<file path="config.mk">
export PLATFORM = sky130hd
export DESIGN_NAME = bus_loader
export DESIGN_NICKNAME = d
export VERILOG_FILES = /design/src/rtl/bus_loader.sv
export SDC_FILE = /design/constraint.sdc
export NUM_CORES = 1
export LEC_CHECK = 0
export ABC_AREA = 1
export BUFFER_PORTS_ARGS = -buffer_cell sky130_fd_sc_hd__buf_2
export CORE_MARGIN = 10
export CORE_UTILIZATION = 50
export DETAILED_ROUTE_END_ITERATION = 12
export GPL_ROUTABILITY_DRIVEN = 1
export GPL_TIMING_DRIVEN = 0
export PLACE_DENSITY_LB_ADDON = 0.08
export SYNTH_ARGS = -nofsm -noshare
export SYNTH_HDL_FRONTEND = slang
export SYNTH_SLANG_ARGS = --single-unit
export TNS_END_PERCENT = 50
</file>
<file path="constraint.sdc">
create_clock -name i_clk -period 3.29 [get_ports i_clk]
set_input_delay 0.658 -clock i_clk [delete_from_list [all_inputs] [get_ports i_clk]]
set_output_delay 0.658 -clock i_clk [all_outputs]
set_load 0.1 [all_outputs]
</file>
<file path="src/rtl/bus_loader.sv">
// Byte-command bus master: serial read/write commands drive a 16-bit address bus.
// Reads stream data back over the tx handshake; writes end with an 0x4B acknowledge.
module bus_loader #(
  parameter int unsigned READ_WAIT  = 1,
  parameter int unsigned RX_TIMEOUT = 20800
) (
  input  logic        i_clk,
  input  logic        i_rst,
  input  logic [7:0]  i_rx_data,
  input  logic        i_rx_valid,
  output logic [7:0]  o_tx_data,
  output logic        o_tx_valid,
  input  logic        i_tx_ready,
  output logic [15:0] o_address,
  output logic [7:0]  o_dout,
  input  logic [7:0]  i_din,
  output logic        o_read,
  output logic        o_active,
  output logic        o_overrun
);

  localparam int unsigned TW = $clog2(RX_TIMEOUT + 1);
  localparam logic [TW-1:0] TO_LAST = TW'(RX_TIMEOUT - 1);
  localparam logic [3:0] WAIT_LAST = 4'(READ_WAIT - 1);

  localparam logic [3:0] S_IDLE    = 4'd0;
  localparam logic [3:0] S_GET_AH  = 4'd1;
  localparam logic [3:0] S_GET_AL  = 4'd2;
  localparam logic [3:0] S_GET_N   = 4'd3;
  localparam logic [3:0] S_GET_D   = 4'd4;
  localparam logic [3:0] S_WR      = 4'd5;
  localparam logic [3:0] S_RD_WAIT = 4'd6;
  localparam logic [3:0] S_RD_SEND = 4'd7;
  localparam logic [3:0] S_ACK     = 4'd8;

  localparam logic [7:0] OP_READ  = 8'h52;
  localparam logic [7:0] OP_WRITE = 8'h57;
  localparam logic [7:0] ACK_BYTE = 8'h4B;

  logic [3:0]    r_state;
  logic          r_is_write;
  logic [15:0]   r_addr;
  logic [7:0]    r_dout;
  logic [7:0]    r_cnt;
  logic [3:0]    r_wait;
  logic [TW-1:0] r_to;
  logic [7:0]    r_tx_data;
  logic          r_tx_valid;
  logic          r_overrun;

  logic w_rx_get;
  logic w_busy;
  logic w_hs;
  logic w_to_hit;

  assign w_rx_get = (r_state == S_GET_AH) || (r_state == S_GET_AL) ||
                    (r_state == S_GET_N)  || (r_state == S_GET_D);
  assign w_busy   = (r_state == S_WR) || (r_state == S_RD_WAIT) ||
                    (r_state == S_RD_SEND) || (r_state == S_ACK);
  assign w_hs     = r_tx_valid & i_tx_ready;
  assign w_to_hit = (r_to == TO_LAST);

  always_ff @(posedge i_clk) begin
    if (!i_rst) begin
      r_state    <= S_IDLE;
      r_is_write <= 1'b0;
      r_addr     <= 16'h0000;
      r_dout     <= 8'h00;
      r_cnt      <= 8'h00;
      r_wait     <= 4'h0;
      r_to       <= '0;
      r_tx_data  <= 8'h00;
      r_tx_valid <= 1'b0;
      r_overrun  <= 1'b0;
    end else begin
      // Bytes arriving while the bus side is busy are dropped, not queued.
      r_overrun <= i_rx_valid & w_busy;

      if (w_rx_get && !i_rx_valid) r_to <= r_to + TW'(1);
      else                         r_to <= '0;

      case (r_state)
        S_IDLE: begin
          if (i_rx_valid && (i_rx_data == OP_READ || i_rx_data == OP_WRITE)) begin
            r_is_write <= (i_rx_data == OP_WRITE);
            r_state    <= S_GET_AH;
          end
        end
        S_GET_AH: begin
          if (i_rx_valid) begin
            r_addr[15:8] <= i_rx_data;
            r_state      <= S_GET_AL;
          end else if (w_to_hit) begin
            r_state <= S_IDLE;
          end
        end
        S_GET_AL: begin
          if (i_rx_valid) begin
            r_addr[7:0] <= i_rx_data;
            r_state     <= S_GET_N;
          end else if (w_to_hit) begin
            r_state <= S_IDLE;
          end
        end
        S_GET_N: begin
          if (i_rx_valid) begin
            r_cnt   <= i_rx_data;
            r_wait  <= 4'h0;
            r_state <= r_is_write ? S_GET_D : S_RD_WAIT;
          end else if (w_to_hit) begin
            r_state <= S_IDLE;
          end
        end
        S_GET_D: begin
          if (i_rx_valid) begin
            r_dout  <= i_rx_data;
            r_state <= S_WR;
          end else if (w_to_hit) begin
            r_state <= S_IDLE;
          end
        end
        S_WR: begin
          if (r_cnt == 8'h00) begin
            r_tx_data  <= ACK_BYTE;
            r_tx_valid <= 1'b1;
            r_state    <= S_ACK;
          end else begin
            r_cnt   <= r_cnt - 8'h01;
            r_addr  <= r_addr + 16'h0001;
            r_state <= S_GET_D;
          end
        end
        S_RD_WAIT: begin
          if (r_wait == WAIT_LAST) begin
            r_tx_data  <= i_din;
            r_tx_valid <= 1'b1;
            r_wait     <= 4'h0;
            r_state    <= S_RD_SEND;
          end else begin
            r_wait <= r_wait + 4'h1;
          end
        end
        S_RD_SEND: begin
          if (w_hs) begin
            r_tx_valid <= 1'b0;
            if (r_cnt == 8'h00) begin
              r_state <= S_IDLE;
            end else begin
              r_cnt   <= r_cnt - 8'h01;
              r_addr  <= r_addr + 16'h0001;
              r_state <= S_RD_WAIT;
            end
          end
        end
        S_ACK: begin
          if (w_hs) begin
            r_tx_valid <= 1'b0;
            r_state    <= S_IDLE;
          end
        end
        default: r_state <= S_IDLE;
      endcase
    end
  end

  assign o_tx_data  = r_tx_data;
  assign o_tx_valid = r_tx_valid;
  assign o_address  = r_addr;
  assign o_dout     = r_dout;
  assign o_read     = (r_state != S_WR);
  assign o_active   = (r_state != S_IDLE);
  assign o_overrun  = r_overrun;

endmodule

</file>
Yosys cells after proc, flatten, opt, wreduce, memory -nomap -nowiden
Cells that the tools add are included.
W data, S select, Z words.

storage, ports and cells
  bits in registers = 66
  output and inout bits = 36

cells by class
  add/subtract/negate cells = 4
  equal/unequal tests = 21
  mux-type cells = 31
  bitwise logic cells = 2
  reduce and logical (&&, ||, !) cells = 31

operators with widths
  kind                     count
  $pmux W8 S3              3
  $mux W4                  12
  $mux W8                  5
  $pmux W4 S9              1
  $mux W16                 2
  $add A16 B1 Y16 const B  1
  $eq A4 B3 Y1 const B     4
  $eq A8 B7 Y1 const B     2
  $pmux W8 S2              1
  $add A15 B1 Y15 const B  1
  $eq A15 B15 Y1 const B   1
  $ne A2 B2 Y1 const B     6
  $reduce_and A3 Y1        4
  $reduce_bool A3 Y1       4
  $eq A4 B2 Y1 const B     2
  $logic_not A4 Y1         2
  $logic_not A8 Y1         1
  $pmux W4 S2              1
  $reduce_and A2 Y1        4
  $reduce_and A4 Y1        2
  $sub A8 B1 Y8 const B    1
  $logic_or A1 B1 Y1       7
  $ne A2 B1 Y1 const B     3
  $add A4 B1 Y4 const B    1
  other kinds (13)         18

Depth between registers and ports, before layout
Gate-level depths: netlist of run 1.

  word-level depth = 6
  mapped depth = 11
  gate-level depth less buffers = 11

Worst setup path before layout of run 1
No wires, ideal clock.

  path kind = register -> register
  start = register r_addr[0], in the netlist o_address[0]
  end = register r_addr[12], in the netlist o_address[12]
  library setup time = 0.067 ns
  arrival = 2.164 ns
  data required time = 3.223 ns
  slack = 1.059 ns
  stages on the path, launching flop included = 9
  clock period less this slack = 2.231 ns
  cell sequence = dfxtp_1 -> ha_1 -> nand2_1 -> nor2_1 -> nand3_1 -> or2_2 -> a21oi_1 -> nor2_1 -> nor2_1

on the way
  word-level cells in the longest chain between the ends = 4

ends and longest elaborated chain
  element                 RTL line  text
  from (decl)             42        logic [15:0] r_addr;
  from (signal assigned)  99        r_addr[7:0] <= i_rx_data;
  from (signal assigned)  129       r_addr <= r_addr + 16'h0001;
  from (signal assigned)  150       r_addr <= r_addr + 16'h0001;
  $add A16 B1 Y16 (*)     129, 150
  $mux W16 (*)            123, 146
  $mux W16                144       if (w_hs) begin
  $pmux W8 S3 (*)         82        case (r_state)

Every way passes the cells marked *; elsewhere a longest branch is shown, timed or not. The select of a mux whose other input is x is not followed.
A chain may end at the register's enable or synchronous reset.

Worst setup path in the final report of run 1
  start = register r_state[0]
  end = output port o_read

on the way
  word-level cells in the longest chain between the ends = 1

ends and longest elaborated chain
  element                 RTL line  text
  from (decl)             40        logic [3:0] r_state;
  from (signal assigned)  109       r_state <= r_is_write ? S_GET_D : S_RD_WAIT;
  $ne A4 B3 Y1            170       assign o_read = (r_state != S_WR);
  to (decl)               17        output logic o_read,

Every way passes these cells.

==> results of run 1 <==
==> registers in the layout (all words and copies together), names as in the netlist <==
register    flops
o_overrun       1
o_dout          8
o_address      16
r_is_write      1
r_to           15
r_cnt           8
o_tx_data       8
o_tx_valid      1
r_wait          4
r_state         4
==> logic make-up (layout without fill, tap and decap cells) <==
group | count (synthesis) | after routing | synth area share
adders and majority gates | 6 | 6 | 0.0205
AOI/OAI and AO/OA | 114 | 114 | 0.158
buffers and inverters | 68 | 139 | 0.0730
xor gates and xnor gates | 13 | 13 | 0.0310
and+or+nand+nor | 277 | 277 | 0.357
DFF | 66 | 66 | 0.360
==> metrics by stage <==
step | utilization | hold WS (ps) | cell area [um2] | cells | setup slack [ps]
after global placement | 0.567 | 427 | 4070 | 698 | 1370
after global routing | 0.595 | 469 | 4270 | 714 | 909
after detailed placement | 0.567 | 437 | 4070 | 698 | 1360
after CTS | 0.595 | 449 | 4270 | 714 | 990
final | 0.595 | 444 | 4270 | 714 | 999
after floorplan | - | 418 | 3670 | 544 | 1060
==> worst max-delay path, stage by stage, from the launching register on <==
cell     delay, ps
dfxtp_1        290
buf_2          160
inv_2          170
nor2_8          90
nand2_2        120
buf_2          450
==> power by group <==
| part | total (W) | internal (W) | switching, W | leakage [nW] |
|---|---|---|---|---|
| clock network | 0.000706 | 0.000390 | 0.000316 | 0.0986 |
| registers | 0.000893 | 0.000844 | 0.0000486 | 0.532 |
| logic | 0.000714 | 0.000145 | 0.000569 | 1.19 |
| total | 0.00231 | 0.00138 | 0.000933 | 1.82 |
==> cells in the mapped netlist (3+ instances only) <==
master      n  area share
nand2_1   128        0.13
nor2_1     72       0.074
dfxtp_1    66        0.36
a21oi_1    58       0.079
inv_1      49       0.050
o21ai_0    42       0.057
nand3_1    34       0.046
o21ai_1    10       0.014
xor2_1     10       0.024
nand4_1     7       0.012
clkbuf_1    6      0.0061
ha_1        6       0.020
inv_2       6      0.0061
buf_2       5      0.0068
nor2_2      5      0.0085
nor3_1      5      0.0068
nand2_2     4      0.0068
nand2_4     4       0.012
or2_2       4      0.0068
xnor2_1     3      0.0072
==> worst max path at each step <==
stage / cells past startpoint / to / slack [ps] / startpoint
finish: 5 / o_read / 1000 / r_state[0]
floorplan: 8 / o_address[12] / 1060 / o_address[0]
global route: 5 / o_read / 910 / r_state[0]
global placement: 5 / o_read / 1370 / r_state[0]
CTS: 5 / o_read / 990 / r_state[0]
detailed placement: 5 / o_read / 1360 / r_state[0]
==> layout by cell type (no fill, tap or decap), drive strengths merged, types with 3 or more instances in the layout <==
cell type | synthesis | routed
or2 | 4 | 4
inv | 56 | 56
nand4 | 9 | 9
o21ai | 52 | 52
ha | 6 | 6
nor3 | 7 | 7
buf | 6 | 61
clkbuf | 6 | 18
dfxtp | 66 | 66
nor2 | 80 | 80
nand2 | 136 | 136
nand3 | 36 | 36
xor2 | 10 | 10
a21oi | 58 | 58
xnor2 | 3 | 3
==> cell type report <==
| cell class | instances | area [um2] | area share |
|---|---|---|---|
| multi-input cells | 410 | 2080 | 0.487 |
| flip-flops and latches | 66 | 1320 | 0.309 |
| repair buffers | 55 | 275 | 0.0644 |
| inverters | 56 | 213 | 0.0498 |
| clock buffers | 12 | 155 | 0.0363 |
| well taps | 99 | 124 | 0.0290 |
| plain buffers | 12 | 55.1 | 0.0129 |
| clock inverters | 4 | 50.0 | 0.0117 |
==> metal layers <==
metal / global-route usage / routed length [um] / share of wire
met5: 0 / 0 / 0
met4: 0.0561 / 180 / 0.018
met3: 0.0469 / 623 / 0.064
met2: 0.297 / 4690 / 0.48
met1: 0.211 / 4250 / 0.44
==> results.md, run 1 <==
* Run status: finished, final reports clean
* Achievable clock frequency at 436 MHz
* Lkg Pwr at roughly 1.8 nW
* Fin crit share at 0.696
* Post-CTS Resized at 0
* DRC Markers at 0
* Number of global-route vias before repair at 3566
* Clock tree buffer depth at 2
* Pre-Repair DR Iteration Count at 5
* Area Overhead vs Synth at 16.5%
* Via count at 3749
* Synthesized net count at 570
* Data arrival, critical path at roughly 1600 ps
* H-tree levels at 3
* Antenna cell count at 0
* Worst path required time at around 2600 ps
* CP Class: flip-flop to output port
* Final HPWL DP at 7.43 mm
* Post-synth EDFFs at 0
* VDD IR max at ~520 uV
* Top FF cell, synth: dfxtp_1
* CTS tree: built
* Die ar. at around 11000 um2
* Hold Path Origin: o_tx_data[6]
* Register area share after synthesis at 0.360
* Setup Skew at around 9.3 ps
* GRT Residual Overflow at 0
* Worst slew margin at 0.599
* Clk slew on worst S/H paths at 80 ps
* Post-synth ARST share at 0
* Power, Total at approximately 0.0023 W
* Die W at ~110 um
* Largest net degree at the start of global routing at 12
* Wire length per cell at about 14 um
* #FFs+latches synth at 66
* CTS Buf Count at 9
* Post-Syn Instances at roughly 540
* Reg2reg path depth at 10
* Root buffer cell: clkbuf_8
* Final setup viols at 0
* Final Slew Violations at 0
* Synth cell types at 35
* Reg-to-reg endpoint: o_address[14]
* IO Port Bufs at 55
* CP Launch Type: flip-flop
* CP Capture Type: output port
* Initial antenna violation count at 0
* GPL Wtd Cong at 0.930
* Min-Delay Path Class: flip-flop to flip-flop
* Synth Area per Inst at approximately 6.7 um2
* Area of the core at ~7200 um2
* Final ANT Viol Nets at 0
* First-iteration detailed-routing DRC count at 195
* CTS Sinks at 66
* Hold buffer count at cts at 0
* Routed WL at between 9 and 10 mm
* CP max FO at 10
* Reg-to-Reg Start: r_cnt[0]
* Max-Cap Viols at 0
* Fraction of layout cells with a size suffix above 1 at 0.179
* # nets final at ~640
* Pwr dens at 541 nW/um2
* Clk_lat worst skew at ~350 ps
* Hold Path Stages at 2
* Setup TNS at 0 ps
* RSZ-0062 raised after global routing: no
* Chip height at 106 um
* Measured slew at the worst slew-check pin at roughly 600 ps
* YS warnings at 0
* First-pass GRT wire length at approximately 16 mm
* Total track usage at 0.176
* # IOs at 56
* Minimum clock period at roughly 2300 ps
* Filler cell count at 695
* Hold Path Sink: o_tx_data[6]
* DR vias/cell at 5.25
* Row count at 31
* Reg2Reg Setup Slack at ~1500 ps
* Postcts setup bufs at 0
* Final hold vios at 0
* Post-Syn Area at approximately 3700 um2
* Initial Utilization at 0.511
No activity file was read; power rests on OpenSTA's default activity.
==> inputs of run 2 (changes only) <==
--- a/config.mk
+++ b/config.mk
@@ -5,7 +5,7 @@
 export SDC_FILE = /design/constraint.sdc
 export NUM_CORES = 1
 export LEC_CHECK = 0
-export ABC_AREA = 1
+export ABC_AREA = 0
 export BUFFER_PORTS_ARGS = -buffer_cell sky130_fd_sc_hd__buf_2
 export CORE_MARGIN = 10
 export CORE_UTILIZATION = 50
==> constraint.sdc (replaced) <==
create_clock -name i_clk -period 2.4 [get_ports i_clk]
set_input_delay 0.48 -clock i_clk [delete_from_list [all_inputs] [get_ports i_clk]]
set_output_delay 0.48 -clock i_clk [all_outputs]
set_load 0.1 [all_outputs]
==> results.md, run 2 <==
* Run status: finished, final reports clean
* Reg2reg path depth at 6 (-4)
* # IOs at 56 (unchanged)
* Total track usage at 0.174 (-0.00120)
* CTS Buf Count at 9 (unchanged)
* Post-Syn Instances at 441 (-19%)
* Largest net degree at the start of global routing at 13 (+1)
* Clock tree buffer depth at 2 (unchanged)
* Setup Skew at 7.31 ps (-2.03 ps)
* Pre-Repair DR Iteration Count at 5 (unchanged)
* Register area share after synthesis at 0.373 (+0.0132)
* Lkg Pwr at 1.70 nW (-6.5%)
* Area of the core at 6830 um2 (-4.8%)
* Hold Path Origin: i_din[2]
* Top cell type's share of synthesized area at 0.373 (+0.0132)
* Final core utilization at 0.610 (+0.0148)
* Clk slew on worst S/H paths at 80 ps (about the same)
* CTS Sinks at 66 (unchanged)
* Post-Syn Area at 3540 um2 (-3.5%)
* Chip height at 104 um (-1.4%)
* Synth top area cells: dfxtp_1 37%, nand2_1 5.4%, o21ai_0 4.8%, nor2_1 4.5%, a21boi_0 3.4%
* Hold Path Sink: o_tx_data[2]
* DRC Markers at 0 (unchanged)
* GRT Residual Overflow at 0 (unchanged)
* Via count at 3438 (-8.3%)
* Post-synth ARST share at 0 (unchanged)
* Area Overhead vs Synth at 17.8%
* Final HPWL DP at 7.09 mm (-4.6%)
* Data arrival, critical path at 1840 ps (+210 ps)
* Measured slew at the worst slew-check pin at 596 ps (-5.00 ps)
* Worst slew margin at 0.602 (+0.00222)
* Most area-hungry cell type in the Yosys netlist: dfxtp_1
* # nets final at 531 (-17%)
* Most common cell after layout, fill and taps aside: dfxtp_1
* Final Slew Violations at 0 (unchanged)
* Fraction of layout cells with a size suffix above 1 at 0.180 (+0.00153)
* Die W at 104 um (-1.4%)
* Hold Path Stages at 3 (+1)
* Reg2Reg Setup Slack at 170 ps (-1350 ps)
* Most frequent cell after synthesis: dfxtp_1
* Top FF cell, synth: dfxtp_1
* Wire length per cell at 15.9 um (+17%)
* Hold buffer count at cts at 0 (unchanged)
* Synth cell types at 53 (+51%)
* Number of global-route vias before repair at 3274 (-8.2%)
* RSZ-0062 raised after global routing: yes
* Reg-to-Reg Start: r_cnt[2]
* Row count at 30 (-3.2%)
* Max-Cap Viols at 0 (unchanged)
* Worst Hold Slack at 374 ps (-69.6 ps)
* Root buffer cell: clkbuf_8
* Antenna cell count at 0 (unchanged)
* First-pass GRT wire length at 16.1 mm (-2.4%)
* Commonest non-fill, non-tap cells in the layout: 65 x dfxtp_1, 53 x buf_2, 51 x nand2_1
* H-tree levels at 3 (unchanged)
* Final hold vios at 0 (unchanged)
* IO Port Bufs at 54 (-1.8%)
* Post-synth EDFFs at 0 (unchanged)
* CTS tree: built
* Reg-to-reg endpoint: o_address[3]
* Power, Total at 0.00224 W (-3.1%)
* CP Capture Type: output port
* YS warnings at 0 (unchanged)
* Initial Utilization at 0.518 (+0.00670)
* Fin crit share at 0.965
* Routed WL at 9.64 mm (-1.1%)
* Postcts setup bufs at 0 (unchanged)
* Max reg flops at 16 (unchanged)
* Minimum clock period at between 2000 and 2500 ps
* Initial antenna violation count at 0 (unchanged)
* CP max FO at 10 (unchanged)
* Final ANT Viol Nets at 0 (unchanged)
* Min-Delay Path Class: input pin to flip-flop
* Die ar. at 10800 um2 (-2.9%)
* Final setup viols at 0 (unchanged)
* CP Launch Type: flip-flop
* GPL Wtd Cong at 0.923 (-0.75%)
* VDD IR max at 301 uV (-42%)
* Achievable clock frequency at between 400 and 500 MHz
* CP Class: flip-flop to output port
* Pwr dens at 537 nW/um2 (-0.72%)
* Worst path required time at 1920 ps (-710 ps)
* First-iteration detailed-routing DRC count at 213 (+9.2%)
* Post-synth top cells: 66 x dfxtp_1, 51 x nand2_1, 42 x nor2_1
* #FFs+latches synth at 66 (unchanged)
* Synthesized net count at 467 (-18%)
* Synth Area per Inst at 8.02 um2 (+19%)
* Clk_lat worst skew at 350 ps (about the same)
* DR vias/cell at 5.67 (+8.0%)
## run 2: cell types whose count changed after synthesis, sizes merged, moves of 6 or more
cell and change:
a21boi +16, a21oi -40, a31oi +7, and2 +8, and3 +6, clkbuf +18
inv -48, mux2i +8, nand2 -85, nand3 -17, nor2 -38, nor2b +14
o21ai -16
## run 2: repair_timing
action	4_1_cts	5_1_grt
pin swaps	0	1
endpoints found under the setup margin	2	3
gates resized for setup	5	5
## run 2: report_power, final
part	internal (W)	total, W	switching [W]	leakage, nW
Sequential	0.00109	0.00109	0.000000313	0.532
Combinational	0.0000305	0.0000819	0.0000514	1.05
Clock	0.000614	0.00106	0.000450	0.112
Total	0.00174	0.00224	0.000501	1.70
## run 2: cells by family after synthesis
family          count (synthesis)  share of synthesized area
xor+xnor                       14                     0.0347
buf+inv                        36                     0.0424
simple gates                  196                      0.289
fa+ha+maj                       6                     0.0212
flops                          66                      0.373
compound gates                114                      0.214
mux                             9                     0.0258
## run 2: layout make-up
| class | count | area, um2 |
|---|---|---|
| Multi-Input combinational cell | 339 | 2070 |
| Timing Repair Buffer | 54 | 273 |
| Sequential cell | 66 | 1320 |
| Inverter | 8 | 30.0 |
| Tap cell | 96 | 120 |
| Clock inverter | 6 | 90.1 |
| Clock buffer | 10 | 138 |
| Fill cell | 632 | 2660 |
| Buffer | 27 | 123 |
## run 2: worst max-delay path by stage
| stage | start | end | slack [ps] | depth (start not counted) |
|---|---|---|---|---|
| after floorplan | o_address[0] | o_address[14] | -40 | 7 |
| after CTS | r_state[1] | o_active | 3 | 4 |
| final | r_state[3] | o_read | 80 | 4 |
| after global routing | r_state[3] | o_read | -20 | 4 |
| after global placement | r_cnt[0] | r_cnt[0] | -100 | 8 |
| after detailed placement | r_cnt[0] | r_cnt[0] | -100 | 8 |
## run 2: layer usage
| metal | global-route usage | vias to the layer above | part of all wire |
|---|---|---|---|
| li1 | - | 1705 | - |
| met1 | 0.239 | 1570 | 0.48 |
| met2 | 0.252 | 145 | 0.42 |
| met3 | 0.0421 | 18 | 0.076 |
| met4 | 0.0755 | 0 | 0.021 |
| met5 | 0 | - | 0 |
## run 2: worst max-delay path, cell delays in order, from the launching register on
cell	delay, ps
dfxtp_1	390
clkbuf_1	320
and3b_2	350
nand2b_1	120
buf_4	290
## run 2: per-stage QoR
step                      TNS [ps]  setup slack [ps]  area [um2]  instances
final                            0              82.9        4170        606
after detailed placement      -149             -96.8        3930        591
after CTS                        0              2.89        4170        606
after global placement        -138             -97.8        3930        591
after floorplan              -44.9             -44.9        3540        441
after global routing         -15.6             -15.6        4170        606
